[src/rtl/ex_stage.sv]
// ex_stage: execute stage with operand forwarding, ALU/branch/address logic and a 32-cycle shift-add multiplier
//
// Ports:
//   clk, rst_n        clock (rising edge), asynchronous active-low reset
//   imm_in            sign-extended immediate from decode
//   val_rs_in/rt_in   register-file operands
//   rwd_in            destination register (0 = no writeback)
//   opcode_in         decoded opcode
//   rs_fwd/rt_fwd     operand source select: 1 = own result, 2 = memory stage, else register file
//   from_mem_in       result leaving the memory stage
//   alu_res_out       registered ALU result / memory address
//   val_rt_out        registered forwarded store data
//   rwd_out           registered destination register
//   opcode_out        registered opcode
//   zero_out          registered BEQ equality flag
//   busy_out          combinational freeze request while a multiply runs
module ex_stage #(
  parameter int MUL_CYCLES = 32
) (
  input  logic        clk,
  input  logic        rst_n,
  input  logic [31:0] imm_in,
  input  logic [31:0] val_rs_in,
  input  logic [31:0] val_rt_in,
  input  logic [4:0]  rwd_in,
  input  logic [5:0]  opcode_in,
  input  logic [2:0]  rs_fwd,
  input  logic [2:0]  rt_fwd,
  input  logic [31:0] from_mem_in,
  output logic [31:0] alu_res_out,
  output logic [31:0] val_rt_out,
  output logic [4:0]  rwd_out,
  output logic [5:0]  opcode_out,
  output logic        zero_out,
  output logic        busy_out
);
  localparam logic [5:0] OP_ADD  = 6'd1;
  localparam logic [5:0] OP_SUB  = 6'd2;
  localparam logic [5:0] OP_AND  = 6'd3;
  localparam logic [5:0] OP_OR   = 6'd4;
  localparam logic [5:0] OP_SLT  = 6'd5;
  localparam logic [5:0] OP_LDW  = 6'd6;
  localparam logic [5:0] OP_SDW  = 6'd7;
  localparam logic [5:0] OP_BEQ  = 6'd8;
  localparam logic [5:0] OP_JUMP = 6'd9;
  localparam logic [5:0] OP_MUL  = 6'd10;
  localparam int CW = $clog2(MUL_CYCLES + 1);

  typedef enum logic [1:0] {IDLE, RUN, DONE} state_t;

  state_t        state, state_nxt;
  logic [31:0]   op_a, rt_val, op_b, alu_val, result;
  logic [31:0]   mcand, mplier, prod;
  logic [CW-1:0] cnt;
  logic          mul_start;

  always_comb begin
    op_a   = rs_fwd == 3'd1 ? alu_res_out : rs_fwd == 3'd2 ? from_mem_in : val_rs_in;
    rt_val = rt_fwd == 3'd1 ? alu_res_out : rt_fwd == 3'd2 ? from_mem_in : val_rt_in;
    op_b   = (opcode_in == OP_LDW || opcode_in == OP_SDW) ? imm_in : rt_val;
  end

  always_comb begin
    alu_val = 32'h0;
    case (opcode_in)
      OP_ADD, OP_LDW, OP_SDW: alu_val = op_a + op_b;
      OP_SUB, OP_BEQ:         alu_val = op_a - op_b;
      OP_AND:                 alu_val = op_a & op_b;
      OP_OR:                  alu_val = op_a | op_b;
      OP_SLT:                 alu_val = {31'h0, $signed(op_a) < $signed(op_b)};
      OP_JUMP:                alu_val = imm_in;
      default:                alu_val = 32'h0;
    endcase
    // the product only becomes valid in DONE; any other MUL cycle never loads
    result = state == DONE ? prod : alu_val;
  end

  assign mul_start = state == IDLE && opcode_in == OP_MUL;

  always_comb begin
    state_nxt = state;
    busy_out  = 1'b0;
    case (state)
      IDLE: begin
        busy_out  = mul_start;
        state_nxt = mul_start ? RUN : IDLE;
      end
      RUN: begin
        busy_out  = 1'b1;
        state_nxt = cnt == CW'(MUL_CYCLES - 1) ? DONE : RUN;
      end
      DONE: state_nxt = IDLE;
      default: state_nxt = IDLE;
    endcase
  end

  always_ff @(posedge clk or negedge rst_n)
    if (!rst_n) state <= IDLE;
    else        state <= state_nxt;

  always_ff @(posedge clk or negedge rst_n)
    if (!rst_n) begin
      mcand  <= 32'h0;
      mplier <= 32'h0;
      prod   <= 32'h0;
      cnt    <= '0;
    end else if (mul_start) begin
      mcand  <= op_a;
      mplier <= op_b;
      prod   <= 32'h0;
      cnt    <= '0;
    end else if (state == RUN) begin
      prod   <= prod + (mplier[0] ? mcand : 32'h0);
      mcand  <= mcand << 1;
      mplier <= mplier >> 1;
      cnt    <= cnt + 1'b1;
    end

  // outputs hold while busy so forwarding from alu_res_out stays stable
  always_ff @(posedge clk or negedge rst_n)
    if (!rst_n) begin
      alu_res_out <= 32'h0;
      val_rt_out  <= 32'h0;
      rwd_out     <= 5'h0;
      opcode_out  <= 6'h0;
      zero_out    <= 1'b0;
    end else if (!busy_out) begin
      alu_res_out <= result;
      val_rt_out  <= rt_val;
      rwd_out     <= rwd_in;
      opcode_out  <= opcode_in;
      zero_out    <= opcode_in == OP_BEQ && op_a == op_b;
    end
endmodule
[config.mk]
export PLATFORM = sky130hd
export DESIGN_NAME = ex_stage
export DESIGN_NICKNAME = d
export VERILOG_FILES = /design/src/rtl/ex_stage.sv
export SDC_FILE = /design/constraint.sdc
export NUM_CORES = 1
export LEC_CHECK = 0
export CORE_UTILIZATION = 30
export CTS_CLUSTER_DIAMETER = 30
export DETAILED_ROUTE_END_ITERATION = 7
export PLACE_DENSITY_LB_ADDON = 0.12
export SYNTH_ARGS = -nofsm -noshare
export SYNTH_HDL_FRONTEND = slang
export SYNTH_SLANG_ARGS = --single-unit
[constraint.sdc]
create_clock -name clk -period 5.8 [get_ports clk]
set_input_delay 0.58 -clock clk [delete_from_list [all_inputs] [get_ports clk]]
set_output_delay 0.58 -clock clk [all_outputs]
set_load 0.1 [all_outputs]
* Word level (Yosys, flattened, before mapping) *
Cells that the tools add are included.

operators by class
  add/subtract/negate cells = 4
  magnitude comparators = 1
  equality and inequality tests = 18
  muxes and demuxes = 20
  bitwise operators = 2
  reduce and logical (&&, ||, !) cells = 7

operator list
  kind                 count
  $mux 32              13
  $pmux 32 s6          1
  $add 32x32->32       2
  $and 32x32->32       1
  $eq 32x32->1         1
  $lt 32x32->1         1
  $or 32x32->32        1
  $sub 32x32->32       1
  $eq 6x3->1 const B   4
  $eq 6x4->1 const B   3
  $eq 6x2->1 const B   2
  $mux 6               2
  $add 6x1->6 const B  1
  $eq 3x1->1 const B   2
  $eq 3x2->1 const B   2
  $eq 6x1->1 const B   1
  $eq 6x5->1 const B   1
  $pmux 2 s2           1
  $reduce_or 3->1      1
  $eq 2x1->1 const B   1
  $eq 2x2->1 const B   1
  $logic_and 1x1->1    2
  $logic_not 2->1      1
  $mux 2               1
  5 further kinds      5

storage, ports and cells
  register bits after elaboration = 180
  output and inout port bits = 77
  word-level logic and storage cells = 62

* Logic depth before layout (Yosys ltp) *
Gate-level depths: netlist (run 1).

  depth in word-level cells = 7
  gate-level depth with buffers = 21
  gate-level depth less buffers = 20

* Worst setup path before layout (run 1) *
OpenSTA, ideal clock, no wires.

  path type = input -> register
  start point = in opcode_in[3]
  end point = reg alu_res_out[25]
  arrival time = 4508 ps
  path slack = 1155 ps
  stages on the path = 18
  path through = clkbuf_1 or3_1 nor2_1 clkbuf_1 nor2_1 a21oi_1 inv_1 ha_1 or2_2 o211ai_1 a31oi_1 a31oi_1 o211ai_1 a41oi_1 xnor2_1 o221ai_1 a222oi_1 o31ai_1

between the ends
  longest elaborated chain between the ends = 6
  elaborated cells on any way between the ends = 22

RTL lines
  item                                          line    RTL
  start, declared                               26      input logic [5:0] opcode_in,
  $eq 6x3->1                                    60, 65
  $logic_or 1x1->1                              60      op_b = (opcode_in == OP_LDW || opcode_in == OP_SDW) ? imm_in : rt_val;
  $mux 32                                       60
  $sub 32x32->32, or another cell as far along  67      OP_SUB, OP_BEQ: alu_val = op_a - op_b;
  $pmux 32 s6                                   65      case (opcode_in)
  $mux 32                                       75      result = state == DONE ? prod : alu_val;
  end signal, assigned                          128     alu_res_out <= result;
  end, declared                                 30      output logic [31:0] alu_res_out,

Several ways; a longest one is shown, not always the timed one.
A chain may end at the register's enable or synchronous reset.

* Worst setup path after layout (run 1) *
  start point = in rt_fwd[1]
  end point = reg alu_res_out[21]

between the ends
  longest elaborated chain between the ends = 7
  elaborated cells on any way between the ends = 11

RTL lines
  item                                          line  RTL
  start, declared                               28    input logic [2:0] rt_fwd,
  $eq 3x2->1                                    59    rt_val = rt_fwd == 3'd1 ? alu_res_out : rt_fwd == 3'd2 ? from_mem_in : val_rt_in;
  $mux 32                                       59
  $mux 32 (*)                                   59
  $mux 32 (*)                                   60
  $sub 32x32->32, or another cell as far along  67
  $pmux 32 s6 (*)                               65
  $mux 32 (*)                                   75

Mark *: on every way between the ends. The rest lies on a longest branch, timed or not.

==> flow_summary.toml, run 1 <==
[critical_path]
cp-start-kind = "primary input"
setup.worst_path.class = "primary input to flip-flop"
path_cells = "clkdlybuf4s50_1 > nor3b_2 > buf_12 > mux2i_1 > nor2_1 > a21oi_1 > nor2_1 > a21oi_1 > ha_1 > nor2_1 > o211ai_1 > a31oi_1 > a31oi_1 > buf_4 > o21ai_0 > a211oi_1 > a221o_1 > a21oi_1 > o21ai_1"
critPathLaunch = "rt_fwd[1]"
crit_cells = 19
endpoint_kind = "flip-flop"
reg2reg_from = "alu_res_out[3]"
crit_buf_inv = 3
cp.arrival_ns = 5.38
slowest_delay_ns = 0.60
crit_end = "alu_res_out[21]"
critPathRequiredTime_ns = 6.15
reg2reg_depth = 14
reg2reg_to = "alu_res_out[21]"
cpMaxStageDelayCell = "o21ai_0"
regToRegSetupSlack_ns = 1.71
crit_fanout = 28
cp_top_family = "compound AO/OA/AOI/OAI gates"

[placement]
place.gp.congestion = 0.913
place_ws_ns = 0.322
hpwl_um = 51400
port_buffers = 223
postPlaceCellArea_um2 = 18500

[global_route]
antenna_found_initial = 0
track_usage_pct = 26.8
grt-ovfl-total = 0
grt_pass1_vias = 15445
grt_pass1_wl_um = 101000
grt_max_degree = 88

[clock_network]
htreeDepth = 4
clk_pin_slew_ns = 0.08
post_cts_buffers = 0
cts_tree = "built"
ctsResizeCount = 0
cts_hold_buf = 0
numCtsBuffers = 17
root_buffer = "clkbuf_16"
clk_latency_ns = 0.51
clk_path_buf_depth = 2
cts.sinks = 180

[logic_synthesis]
synth_ff_type = "dfrtp_1"
synth_top_area_share_pct = 29.9
yosysTopAreaCell = "dfrtp_1"
netlist-cell-type-count = 75
yosys-top-cells-area = "dfrtp_1 30%, ha_1 11%, a21oi_1 7.2%, o21ai_0 6.0%, a22oi_1 4.5%"
ys_warn_count = 0
synth_edf_count = 0
synth-seq-cells = 180
synth_seq_area_share_pct = 29.9
syn_area_um2 = 15100
synthArstFlopShare_pct = 100
syn_avg_cell_area_um2 = 7.90
synth_fp_nets = 2194
synthCells = 1909

[floorplan]
initial_utilization_pct = 30.6
die_h_um = 226
ios = 224
fp.dieArea_um2 = 51100
core-area_um2 = 49300
num_rows = 81
die_w_um = 226

[route]
drtAntennaViolNets = 0
finalWirelength_um = 67800
drtPass1Iterations = 5
vias = 15502
drt_iter0_markers = 1259
via_per_inst = 5.54
drcViolationCount = 0
routedWlPerCell_um = 24.2

[cells_and_area]
final_nets = 2407
syn2layout_area_growth_pct = 26.5
diodes = 0
drive_gt1_share_pct = 7.63
stdcell_area_um2 = 19100

[timing]
fin_crit_ns = 5.03
timing.setup.tns_ns = 0
setup_violations = 0
layout_setup_ws_ns = 0.768
maxSlewHeadroom_pct = 25.5
fmax_ghz = 0.199
slew_viol_final = 0
rsz0062_at_grt = "no"
fin_skew_ns = 0.0167
holdWs_ns = 0.0856
worst_pin_slew_ns = 1.11
period_share_pct = 86.8
hold_violations = 0

[pwr]
power_density_nw_per_um2 = 186
peakVddDrop_mv = 0.242
p_sw_w = 0.00130
seqPwrFrac_pct = 35.3
p_sw_share_pct = 36.6
power.total_w = 0.00355
p_leak_nw = 8.22
power.internal_w = 0.00225
p_comb_share_pct = 30.9
clkPwrFrac_pct = 33.8

[outcome]
outcome = "finished clean"

[job]
maxCapViolCount = 0

[hold_path]
hp-class = "primary input to async pin"
==> placed cells by master, fill, tap and decap left out, types with 7 or more instances in the layout <==
cell / instances
o22ai_1: 10
nand4_1: 15
a31oi_1: 17
o21bai_1: 16
mux2i_1: 66
a211oi_1: 14
nor3_1: 25
o21ai_1: 22
a22oi_1: 91
or3_1: 7
inv_1: 102
nand2_1: 166
o21ai_0: 182
and2_1: 33
a221o_1: 14
nor2_1: 178
nor4_1: 7
a221oi_1: 20
clkdlybuf4s50_1: 221
nor2b_1: 9
buf_4: 100
o211ai_1: 11
xor2_1: 15
nand2b_1: 13
o221ai_1: 14
xnor2_1: 26
dfrtp_1: 180
ha_1: 135
a21oi_1: 217
clkbuf_16: 17
nand3_1: 38
a21o_1: 28
o31ai_1: 14
==> cell usage after synthesis (4+ instances only) <==
cell,instances
o221ai_1,14
a21o_1,28
buf_1,28
xnor2_1,26
nand2b_1,14
nor2b_1,11
a31oi_1,17
and2_1,35
o22ai_1,10
nor3_1,25
inv_1,102
a221oi_1,20
nand4_1,15
a221o_1,14
buf_2,5
xor2_1,15
o21a_1,5
and3_1,4
clkbuf_1,96
a21oi_1,218
ha_1,135
a21boi_0,4
nor3b_1,8
o21bai_1,16
or3_1,7
a211oi_1,14
nand2_1,166
mux2i_1,66
o211ai_1,11
o21ai_0,182
nor4_1,7
dfrtp_1,180
a22oi_1,91
o21ai_1,22
o31ai_1,14
a222oi_1,4
nand3_1,38
nor2_1,180
==> cell type report <==
class | instances | area, µm²
clock buffer | 18 | 429
clock inverter | 14 | 140
multi-input combinational | 1492 | 9710
timing repair buffer | 326 | 3060
inverter | 105 | 397
sequential | 180 | 4500
tap | 664 | 831
fill | 5124 | 30200
==> registers in the layout, indices dropped and copies added, names as in the netlist <==
register / flops
mplier: 32
val_rt_out: 32
opcode_out: 6
mcand: 32
prod: 32
cnt: 6
zero_out: 1
alu_res_out: 32
state: 2
rwd_out: 5
==> routing by layer <==
layer	vias up	wire length (µm)	global-route usage (%)
met1	7506	28600	32.4
li1	7335	-	-
met5	-	0	0
met4	0	2790	11.7
met3	103	3640	4.80
met2	558	32800	46.1
==> kinds of logic (layout without fill, tap and decap cells) <==
logic type                 after synthesis  in the layout  synth area share (%)
buffers and inverters                  237            463                  6.07
DFF                                    180            180                  29.9
and+or+nand+nor                        518            518                  15.3
xor gates and xnor gates                41             41                  2.38
AOI/OAI and AO/OA                      728            728                  30.2
adders and majority gates              138            138                  11.6
muxes                                   67             67                  4.48
==> through the flow <==
stage | util (%) | instances
final | 38.7 | 2799
after global routing | 38.7 | 2799
after floorplan | - | 1909
after global placement | 37.6 | 2767
after CTS | 38.7 | 2799
after detailed placement | 37.6 | 2767
==> power by group through the flow <==
stage	Combinational (W)	Clock (W)	Sequential, W
finish	0.00110	0.00120	0.00125
global route	0.00119	0.00128	0.00125
CTS	0.00108	0.00124	0.00125
detailed placement	0.00108	0	0.00128
global placement	0.00108	0	0.00128
floorplan	0.000607	0	0.00128
==> worst min path at each step <==
stage | to | cells after the start
floorplan | alu_res_out[0] | 0
global placement | rwd_out[2] | 2
detailed placement | rwd_out[4] | 2
CTS | alu_res_out[12] | 1
global route | alu_res_out[12] | 1
finish | mcand[5] | 1
(Power assumes the default switching activity.)
==> run 2: changes to the inputs <==
clock period = 6.5 ns   (was 5.8 ns; I/O delays follow)
==> run 2 against run 1 <==
Effect of this change:
- first-iteration DRC count fell by 14%
- clock skew barely moved
- sequential cell count did not move
- critical path depth rose by 1
- utilization shrank 0.49 points
- critical endpoint is now alu_res_out[25]
- largest power group is now the clock network
- highest routed layer is now met5
==> flow_summary.toml, run 2 (synthesis gave the netlist of run 1 again) <==
[critical_path]
cp-start-kind = "primary input"
cpMaxStageDelayCell = "a31oi_1"
reg2reg_to = "alu_res_out[25]"
reg2reg_from = "alu_res_out[1]"
slowest_delay_ns = 0.58
endpoint_kind = "flip-flop"
crit_end = "alu_res_out[25]"
reg2reg_depth = 15
regToRegSetupSlack_ns = 2.13
path_cells = "clkdlybuf4s50_1 > nor3b_2 > buf_12 > mux2i_1 > nor2_1 > a21oi_1 > nor2_1 > a21oi_1 > inv_1 > ha_1 > or2_2 > o211ai_1 > a31oi_1 > a31oi_1 > o211ai_1 > a41oi_1 > xnor2_1 > o221ai_1 > a222oi_1 > o31ai_1"
critPathLaunch = "rt_fwd[1]"
critPathRequiredTime_ns = 6.85
setup.worst_path.class = "primary input to flip-flop"
cp.arrival_ns = 5.80
crit_fanout = 32

[clock_network]
clk_latency_ns = 0.51
numCtsBuffers = 17
cts_tree = "built"
clk_path_buf_depth = 2
ctsResizeCount = 0
cts_hold_buf = 0
post_cts_buffers = 0
htreeDepth = 4
root_buffer = "clkbuf_16"
clk_pin_slew_ns = 0.07
cts.sinks = 180

[placement]
place.gp.congestion = 0.921
hpwl_um = 49700
place_ws_ns = 0.620
port_buffers = 223

[outcome]
outcome = "finished clean"

[timing]
slew_viol_final = 0
hold_violations = 0
setup_violations = 0
fin_skew_ns = 0.0172
timing.setup.tns_ns = 0
period_share_pct = 83.8
maxSlewHeadroom_pct = 26.3
rsz0062_at_grt = "no"
fmax_ghz = 0.184
layout_setup_ws_ns = 1.05
worst_pin_slew_ns = 1.11
fin_crit_ns = 5.45

[global_route]
grt_pass1_wl_um = 97800
grt-ovfl-total = 0
antenna_found_initial = 1
grt_pass1_vias = 14933
grt_max_degree = 103
track_usage_pct = 26.0

[floorplan]
initial_utilization_pct = 30.6
fp.dieArea_um2 = 51100
die_w_um = 226
num_rows = 81
core-area_um2 = 49300
ios = 224
die_h_um = 226

[route]
drtPass1Iterations = 8
drtAntennaViolNets = 0
vias = 15419
drt_iter0_markers = 1077
drcViolationCount = 0
finalWirelength_um = 66200
via_per_inst = 5.60
routedWlPerCell_um = 24.0

[cells_and_area]
post-route-util_pct = 38.2
final_nets = 2362
final_common_cell = "clkdlybuf4s50_1"
syn2layout_area_growth_pct = 24.9
fillers = 5233
drive_gt1_share_pct = 5.60
layout_common_cells = "221 x clkdlybuf4s50_1, 217 x a21oi_1, 182 x o21ai_0"

[pwr]
peakVddDrop_mv = 0.201
p_leak_nw = 8.06
power_density_nw_per_um2 = 173

[hold_path]
hp-class = "primary input to async pin"

[job]
maxCapViolCount = 0
## run 2: layout make-up
type | count | area, µm² | share of cell area [%]
multi-input cells | 1492 | 9710 | 51.6
flip-flops and latches | 180 | 4500 | 23.9
repair buffers | 281 | 2730 | 14.5
well taps | 664 | 831 | 4.41
clock buffers | 20 | 467 | 2.48
inverters | 105 | 397 | 2.11
clock inverters | 11 | 186 | 0.990
diodes | 1 | 2.50 | 0.0133
## run 2: routing by layer
layer  vias up  wire length [µm]  track usage [%]
met5         -                 9                0
met4         2              2200             9.42
met3        78              3510             4.24
met2       560             31700             44.8
met1      7537             28700             32.6
li1       7242                 -                -
## run 2: worst min-delay path by stage
stage                                end  slack, ns  cells after the start
final                         rwd_out[1]       0.17                      1
after global routing          rwd_out[1]       0.19                      1
after CTS                     rwd_out[0]       0.18                      1
after detailed placement      rwd_out[2]       0.47                      2
after global placement        rwd_out[4]       0.46                      2
after floorplan           alu_res_out[0]       0.35                      0
## run 2: power by group
part | total, W | switching, W | internal [W]
Clock | 0.00121 | 0.000529 | 0.000682
Combinational | 0.000930 | 0.000578 | 0.000352
Sequential | 0.00112 | 0 | 0.00112
Total | 0.00326 | 0.00111 | 0.00215
## run 2: through the flow
stage | power, W | hold WS, ns | instance area (µm²) | std cells
6_report | 0.00326 | 0.167 | 18800 | 2754
5_1_grt | 0.00342 | 0.190 | 18800 | 2753
4_1_cts | 0.00329 | 0.182 | 18800 | 2753
3_5_place_dp | 0.00206 | 0.466 | 18200 | 2722
3_3_place_gp | 0.00206 | 0.457 | 18200 | 2722
2_1_floorplan | 0.00168 | 0.354 | 15100 | 1909
## run 2: critical path: cells and delay by family
family / cells / cell delay [ns]
AO/OA/AOI/OAI: 10 / 2.83
buffers and inverters: 3 / 0.91
AND/OR/NAND/NOR: 4 / 0.69
adder cells (fa/ha/maj): 1 / 0.24
multiplexers: 1 / 0.23
XOR/XNOR: 1 / 0.18
